`config.mk`:
```
export PLATFORM = sky130hd
export DESIGN_NAME = demux1_8_tdm_flat
export DESIGN_NICKNAME = d
export VERILOG_FILES = /design/src/rtl/demux1_8_tdm_if.sv /design/src/rtl/demux1_8_tdm.sv /design/src/flat_wrapper.sv
export SDC_FILE = /design/constraint.sdc
export NUM_CORES = 1
export LEC_CHECK = 0
export ABC_CLOCK_PERIOD_IN_PS = 3850
export CELL_PAD_IN_SITES_DETAIL_PLACEMENT = 2
export CELL_PAD_IN_SITES_GLOBAL_PLACEMENT = 2
export CORE_ASPECT_RATIO = 1.2
export CORE_MARGIN = 4
export CORE_UTILIZATION = 30
export CTS_CLUSTER_SIZE = 10
export DETAILED_ROUTE_END_ITERATION = 7
export PLACE_DENSITY_LB_ADDON = 0.1
export SYNTH_ARGS = -nofsm -noshare
export SYNTH_HDL_FRONTEND = slang
export SYNTH_SLANG_ARGS = --single-unit
```
`constraint.sdc`:
```
create_clock -name clk -period 3.85 [get_ports clk]
set_clock_uncertainty 0.05 [all_clocks]
set_input_delay 0.9625 -clock clk [delete_from_list [all_inputs] [get_ports clk]]
set_output_delay 0.9625 -clock clk [all_outputs]
set_load 0.01 [all_outputs]
```
`src/rtl/demux1_8_tdm_if.sv`:
```
// Signal bundle for the receive side of the 8:1 TDM link.
// The master drives the serial stream; the slave (the demultiplexer) returns the frame outputs.
interface demux1_8_tdm_if #(
  parameter int unsigned WIDTH = 1
);
  logic [WIDTH-1:0] din;
  logic             din_valid;
  logic             sync;
  logic [WIDTH-1:0] y0;
  logic [WIDTH-1:0] y1;
  logic [WIDTH-1:0] y2;
  logic [WIDTH-1:0] y3;
  logic [WIDTH-1:0] y4;
  logic [WIDTH-1:0] y5;
  logic [WIDTH-1:0] y6;
  logic [WIDTH-1:0] y7;
  logic             frame_valid;
  logic             locked;
  logic [2:0]       slot;
  logic             sync_err;

  modport master (
    output din, din_valid, sync,
    input  y0, y1, y2, y3, y4, y5, y6, y7, frame_valid, locked, slot, sync_err
  );

  modport slave (
    input  din, din_valid, sync,
    output y0, y1, y2, y3, y4, y5, y6, y7, frame_valid, locked, slot, sync_err
  );
endinterface

```
`src/rtl/demux1_8_tdm.sv`:
```
// 1:8 TDM demultiplexer: aligns to the frame using sync, stages the 8 slots,
// and publishes each completed frame on registered parallel outputs.
module demux1_8_tdm #(
  parameter int unsigned WIDTH = 1
) (
  input  logic           clk,
  input  logic           rst,
  demux1_8_tdm_if.slave  bus
);

  typedef enum logic {HUNT, LOCKED} state_t;

  state_t           state, state_nxt;
  logic [2:0]       slot_q, slot_nxt;
  logic [WIDTH-1:0] st [8];
  logic [WIDTH-1:0] y  [8];
  logic             fv_q, err_q;

  logic             accept, restart;
  logic [2:0]       wr_idx;
  logic             frame_done, err_set;

  // A sync in HUNT and a sync at a non-zero slot both restart the frame at slot 0.
  assign accept  = bus.din_valid && ((state == LOCKED) || bus.sync);
  assign restart = bus.din_valid && bus.sync && ((state == HUNT) || (slot_q != 3'd0));

  always_ff @(posedge clk or posedge rst) begin
    if (rst) begin
      state  <= HUNT;
      slot_q <= '0;
    end else begin
      state  <= state_nxt;
      slot_q <= slot_nxt;
    end
  end

  always_comb begin
    state_nxt = state;
    slot_nxt  = slot_q;
    if (accept) begin
      state_nxt = LOCKED;
      slot_nxt  = restart ? 3'd1 : slot_q + 3'd1;
    end
  end

  always_comb begin
    wr_idx     = restart ? 3'd0 : slot_q;
    frame_done = accept && !restart && (slot_q == 3'd7);
    err_set    = restart && (state == LOCKED);
  end

  always_ff @(posedge clk or posedge rst) begin
    if (rst) begin
      for (int unsigned i = 0; i < 8; i++) begin
        st[i] <= '0;
        y[i]  <= '0;
      end
      fv_q  <= 1'b0;
      err_q <= 1'b0;
    end else begin
      for (int unsigned i = 0; i < 8; i++) begin
        if (accept && (wr_idx == 3'(i))) st[i] <= bus.din;
      end
      // Slot 7 bypasses staging so the whole frame lands on y in one edge.
      if (frame_done) begin
        for (int unsigned i = 0; i < 7; i++) y[i] <= st[i];
        y[7] <= bus.din;
      end
      fv_q  <= frame_done;
      err_q <= err_set;
    end
  end

  assign bus.y0          = y[0];
  assign bus.y1          = y[1];
  assign bus.y2          = y[2];
  assign bus.y3          = y[3];
  assign bus.y4          = y[4];
  assign bus.y5          = y[5];
  assign bus.y6          = y[6];
  assign bus.y7          = y[7];
  assign bus.frame_valid = fv_q;
  assign bus.sync_err    = err_q;
  assign bus.locked      = (state == LOCKED);
  assign bus.slot        = slot_q;

endmodule
```
`src/flat_wrapper.sv`:
```
// flat-port wrapper written by rule: the top's interface ports become plain ports
module demux1_8_tdm_flat 
#(
  parameter int unsigned WIDTH = 1
)
  (clk, rst, bus_din, bus_din_valid, bus_sync, bus_y0, bus_y1, bus_y2, bus_y3, bus_y4, bus_y5, bus_y6, bus_y7, bus_frame_valid, bus_locked, bus_slot, bus_sync_err);
  demux1_8_tdm_if #(.WIDTH(WIDTH)) bus_i ();
  input  logic clk;
  input  logic rst;
  input wire logic [$bits(bus_i.din)-1:0] bus_din;
  input wire logic [$bits(bus_i.din_valid)-1:0] bus_din_valid;
  input wire logic [$bits(bus_i.sync)-1:0] bus_sync;
  output wire logic [$bits(bus_i.y0)-1:0] bus_y0;
  output wire logic [$bits(bus_i.y1)-1:0] bus_y1;
  output wire logic [$bits(bus_i.y2)-1:0] bus_y2;
  output wire logic [$bits(bus_i.y3)-1:0] bus_y3;
  output wire logic [$bits(bus_i.y4)-1:0] bus_y4;
  output wire logic [$bits(bus_i.y5)-1:0] bus_y5;
  output wire logic [$bits(bus_i.y6)-1:0] bus_y6;
  output wire logic [$bits(bus_i.y7)-1:0] bus_y7;
  output wire logic [$bits(bus_i.frame_valid)-1:0] bus_frame_valid;
  output wire logic [$bits(bus_i.locked)-1:0] bus_locked;
  output wire logic [$bits(bus_i.slot)-1:0] bus_slot;
  output wire logic [$bits(bus_i.sync_err)-1:0] bus_sync_err;
  assign bus_i.din = bus_din;
  assign bus_i.din_valid = bus_din_valid;
  assign bus_i.sync = bus_sync;
  assign bus_y0 = bus_i.y0;
  assign bus_y1 = bus_i.y1;
  assign bus_y2 = bus_i.y2;
  assign bus_y3 = bus_i.y3;
  assign bus_y4 = bus_i.y4;
  assign bus_y5 = bus_i.y5;
  assign bus_y6 = bus_i.y6;
  assign bus_y7 = bus_i.y7;
  assign bus_frame_valid = bus_i.frame_valid;
  assign bus_locked = bus_i.locked;
  assign bus_slot = bus_i.slot;
  assign bus_sync_err = bus_i.sync_err;
  demux1_8_tdm #(.WIDTH(WIDTH)) u_core (.clk(clk), .rst(rst), .bus(bus_i));
endmodule
```
==> results.py <==
metrics = {
    "logic_synthesis": {
        "yosysTopAreaCellShare_pct": 53.1,
        "syn_nets": 83,
        "ys.warnings.count": 0,
        "synth.yosys.seq_area_share_pct": 53.1,
        "avg_inst_size_synth_um2": 13.2,
        "post_synth_mux_area_share_pct": 18.6,
        "synth_top_cell_by_area": "sky130_fd_sc_hd__dfrtp_1",
        "synth_top_family_by_area": "multiplexers",
        "ys_types": 24,
        "synth_xor_xnor_area_share_pct": 0,
        "synth_compound_area_share_pct": 10.7,
        "synthSimpleGateAreaFrac_pct": 9.61,
        "synth_fa_ha_area_share_pct": 3.79,
        "post_synth_main_area_contributors": "sky130_fd_sc_hd__dfrtp_1, sky130_fd_sc_hd__mux2_4, sky130_fd_sc_hd__ha_1, sky130_fd_sc_hd__mux2_2, sky130_fd_sc_hd__inv_1",
        "synthesis.area_um2": 990,
        "yosys_register_bits": 21,
        "postSynthCellCount": 75,
    },
    "pwr": {
        "clock_power_share_pct": 14.1,
        "cellInternalPower_uw": 515,
        "power.switching_uw": 250,
        "power_frac_seq_pct": 46.6,
        "switching_share_pct": 32.6,
        "worst_supply_voltage_drop_on_vdd_v": 0.000201,
        "power.static_leakage_uw": 0.000555,
        "pwr_density_cell_nw_per_um2": 625,
        "comb_power_share_pct": 39.4,
    },
    "floorplan": {
        "rows": 22,
        "starting_density_of_the_core_pct": 31.8,
        "die_h_um": 70.9,
        "core_um2": 3110,
        "die_w_um": 60.4,
        "io_pins": 19,
        "die_area_um2": 4290,
    },
    "worst_setup_path": {
        "worst-endpoint-arrival_ns": 1.45,
        "critical_path_peak_fanout": 10,
        "critical-path-slowest-cell": "sky130_fd_sc_hd__clkdlybuf4s50_1",
        "cp_cell_sequence": "clkdlybuf4s50_1",
        "endpoint_kind": "output port",
        "worst_ep_required_time_ns": 2.84,
        "worstSetupStartpoint": "u_core.bus.slot[1]",
        "crit_path_start_kind": "flop",
        "worst_path_largest_cell_delay_ns": 0.60,
        "critical_path.n_buffers_inverters": 1,
        "critPathTopFamily": "buffers and inverters",
        "crit-reg2reg-launch": "u_core.bus.slot[0]",
        "path_class": "flop to output port",
    },
    "clocking": {
        "cts_tree": "built",
        "clock_latency_at_the_later_pin_of_the_worst_skew_pair_ns": 0.30,
        "register_clock_pin_slew_on_the_reported_worst_setup_and_hold_paths_ns": 0.12,
        "cts_resized": 0,
        "cts_setup_buffers": 0,
        "clock_sinks": 21,
        "cts_hold_buffers": 0,
        "cts_max_path_buffers": 2,
        "cts-buffers-inserted": 3,
        "h_tree_depth": 1,
        "cts_root_buf": "sky130_fd_sc_hd__clkbuf_4",
    },
    "route": {
        "detail_route.first_pass.iterations": 2,
        "postRouteWirelength_um": 2090,
        "total_via_count_after_detailed_routing": 639,
        "post_route_antenna_net_violation_count": 0,
        "drt-wirelength-per-cell_um": 15.9,
        "drt-vias-per-instance": 4.88,
        "drc_violations_left": 0,
        "drt_iter0_drc": 10,
    },
    "global_routing": {
        "grt.total_usage_pct": 11.4,
        "antenna_violations_before_repair": 0,
        "wire_length_of_the_first_global_routing_pass_um": 3610,
        "grt_overflow": 0,
        "grt_start_max_net_pins": 22,
        "grt_pass1_vias": 730,
    },
    "finish": {
        "stdcell_count": 131,
        "final_util_pct": 39.3,
        "layout_common_cells": "sky130_fd_sc_hd__dfrtp_1, sky130_fd_sc_hd__clkdlybuf4s50_1, sky130_fd_sc_hd__mux2_4, sky130_fd_sc_hd__inv_1, sky130_fd_sc_hd__nand2_1",
        "design_area_um2": 1220,
        "mostFrequentLayoutCell": "sky130_fd_sc_hd__dfrtp_1",
        "area.growth.synth_to_final_pct": 23.6,
        "diodes": 0,
        "drive_above_1_share_pct": 27.4,
        "finalNetCount": 104,
    },
    "placed_design": {
        "port-buffer-count": 18,
        "final_wtd_congestion": 0.764,
        "hpwlAfterDp_um": 1580,
        "placed_cells_incl_taps": 127,
        "place_ws_ns": 1.31,
        "placement.cell_area_um2": 1200,
    },
    "sta": {
        "hold_violations": 0,
        "final.setup.tns_ns": 0,
        "worst_slew_pin_slew_ns": 0.811,
        "timing.fmax_mhz": 405,
        "setup_violation_total_in_the_final_timing_report": 0,
        "worst_slack_ns": 1.38,
        "final.min_clock_period_ns": 2.47,
        "layout_worst_path_cycle_share_pct": 64.1,
        "max_slew_margin_pct": 45.9,
        "final_max_slew_viol_count": 0,
        "grt_setup_unrepaired": "false",
    },
    "outcome": {
        "status": "completed",
    },
    "run": {
        "drv_cap": 0,
    },
    "worst_hold_path": {
        "holdCritStartpoint": "u_core.st[3]",
        "min-delay-path-class": "flop to flop",
    },
}
## layer usage
layer	routed length [um]	track usage [%]	vias to the layer above
li1	-	-	298
met1	913	14.9	321
met2	1030	17.9	15
met3	97	2.37	5
met4	43	5.06	0
met5	0	0	-
## cells by family (layout without fill, tap and decap cells)
| family | after synthesis | count (layout) |
|---|---|---|
| flops | 21 | 21 |
| simple gates | 17 | 17 |
| compound gates | 13 | 13 |
| mux | 13 | 13 |
| buf+inv | 8 | 28 |
| fa+ha+maj | 3 | 3 |
## state kept, by name, indices dropped and copies added, names as in the netlist
register and flops:
u_core.bus.slot 3, u_core.bus.y6 1, u_core.st 7, u_core.bus.frame_valid 1, u_core.bus.sync_err 1, u_core.bus.y7 1, u_core.bus.y1 1, u_core.bus.locked 1
u_core.bus.y0 1, u_core.bus.y4 1, u_core.bus.y5 1, u_core.bus.y3 1, u_core.bus.y2 1
## power groups by stage
stage / registers [uW] / logic, uW / clock network [uW]
floorplan: 357 / 179 / 0
global placement: 360 / 295 / 0
detailed placement: 362 / 307 / 0
CTS: 359 / 308 / 115
global route: 370 / 333 / 126
finish: 356 / 301 / 108
## synth_stat cells (all sizes together)
cell     count
a21oi        2
a22o         1
and2         2
and2b        1
buf          1
clkbuf       1
dfrtp       21
ha           3
inv          6
mux2        13
nand2        5
nand2b       2
nand4        1
nor2         3
nor3         3
o2111ai      1
o21ai        5
o21bai       1
o31ai        3
## path summary, 6_finish.rpt
path / cells past startpoint / slack, ns / end
min in group asynchronous: 2 / 1.05 / u_core.bus.y1
worst max-delay path: 1 / 1.38 / bus_slot[1]
max in group asynchronous: 2 / 2.20 / u_core.st[2]
worst min-delay path: 1 / 0.47 / u_core.bus.y4
worst min register to register: 1 / 0.47 / u_core.bus.y4
worst max register to register: 6 / 1.94 / u_core.bus.y6
## stage by stage
step	hold WS (ns)	power, uW
after floorplan	0.425	536
after global placement	0.443	655
after detailed placement	0.449	669
after CTS	0.478	783
after global routing	0.498	829
final	0.470	765
## area by class of cell
type	count	area [um2]
fillers	330	1890
flip-flops and latches	21	526
multi-input cells	46	423
repair buffers	18	180
well taps	36	45.0
clock buffers	3	22.5
inverters	6	22.5
clock inverters	1	5.00
(Power assumes the default switching activity.)
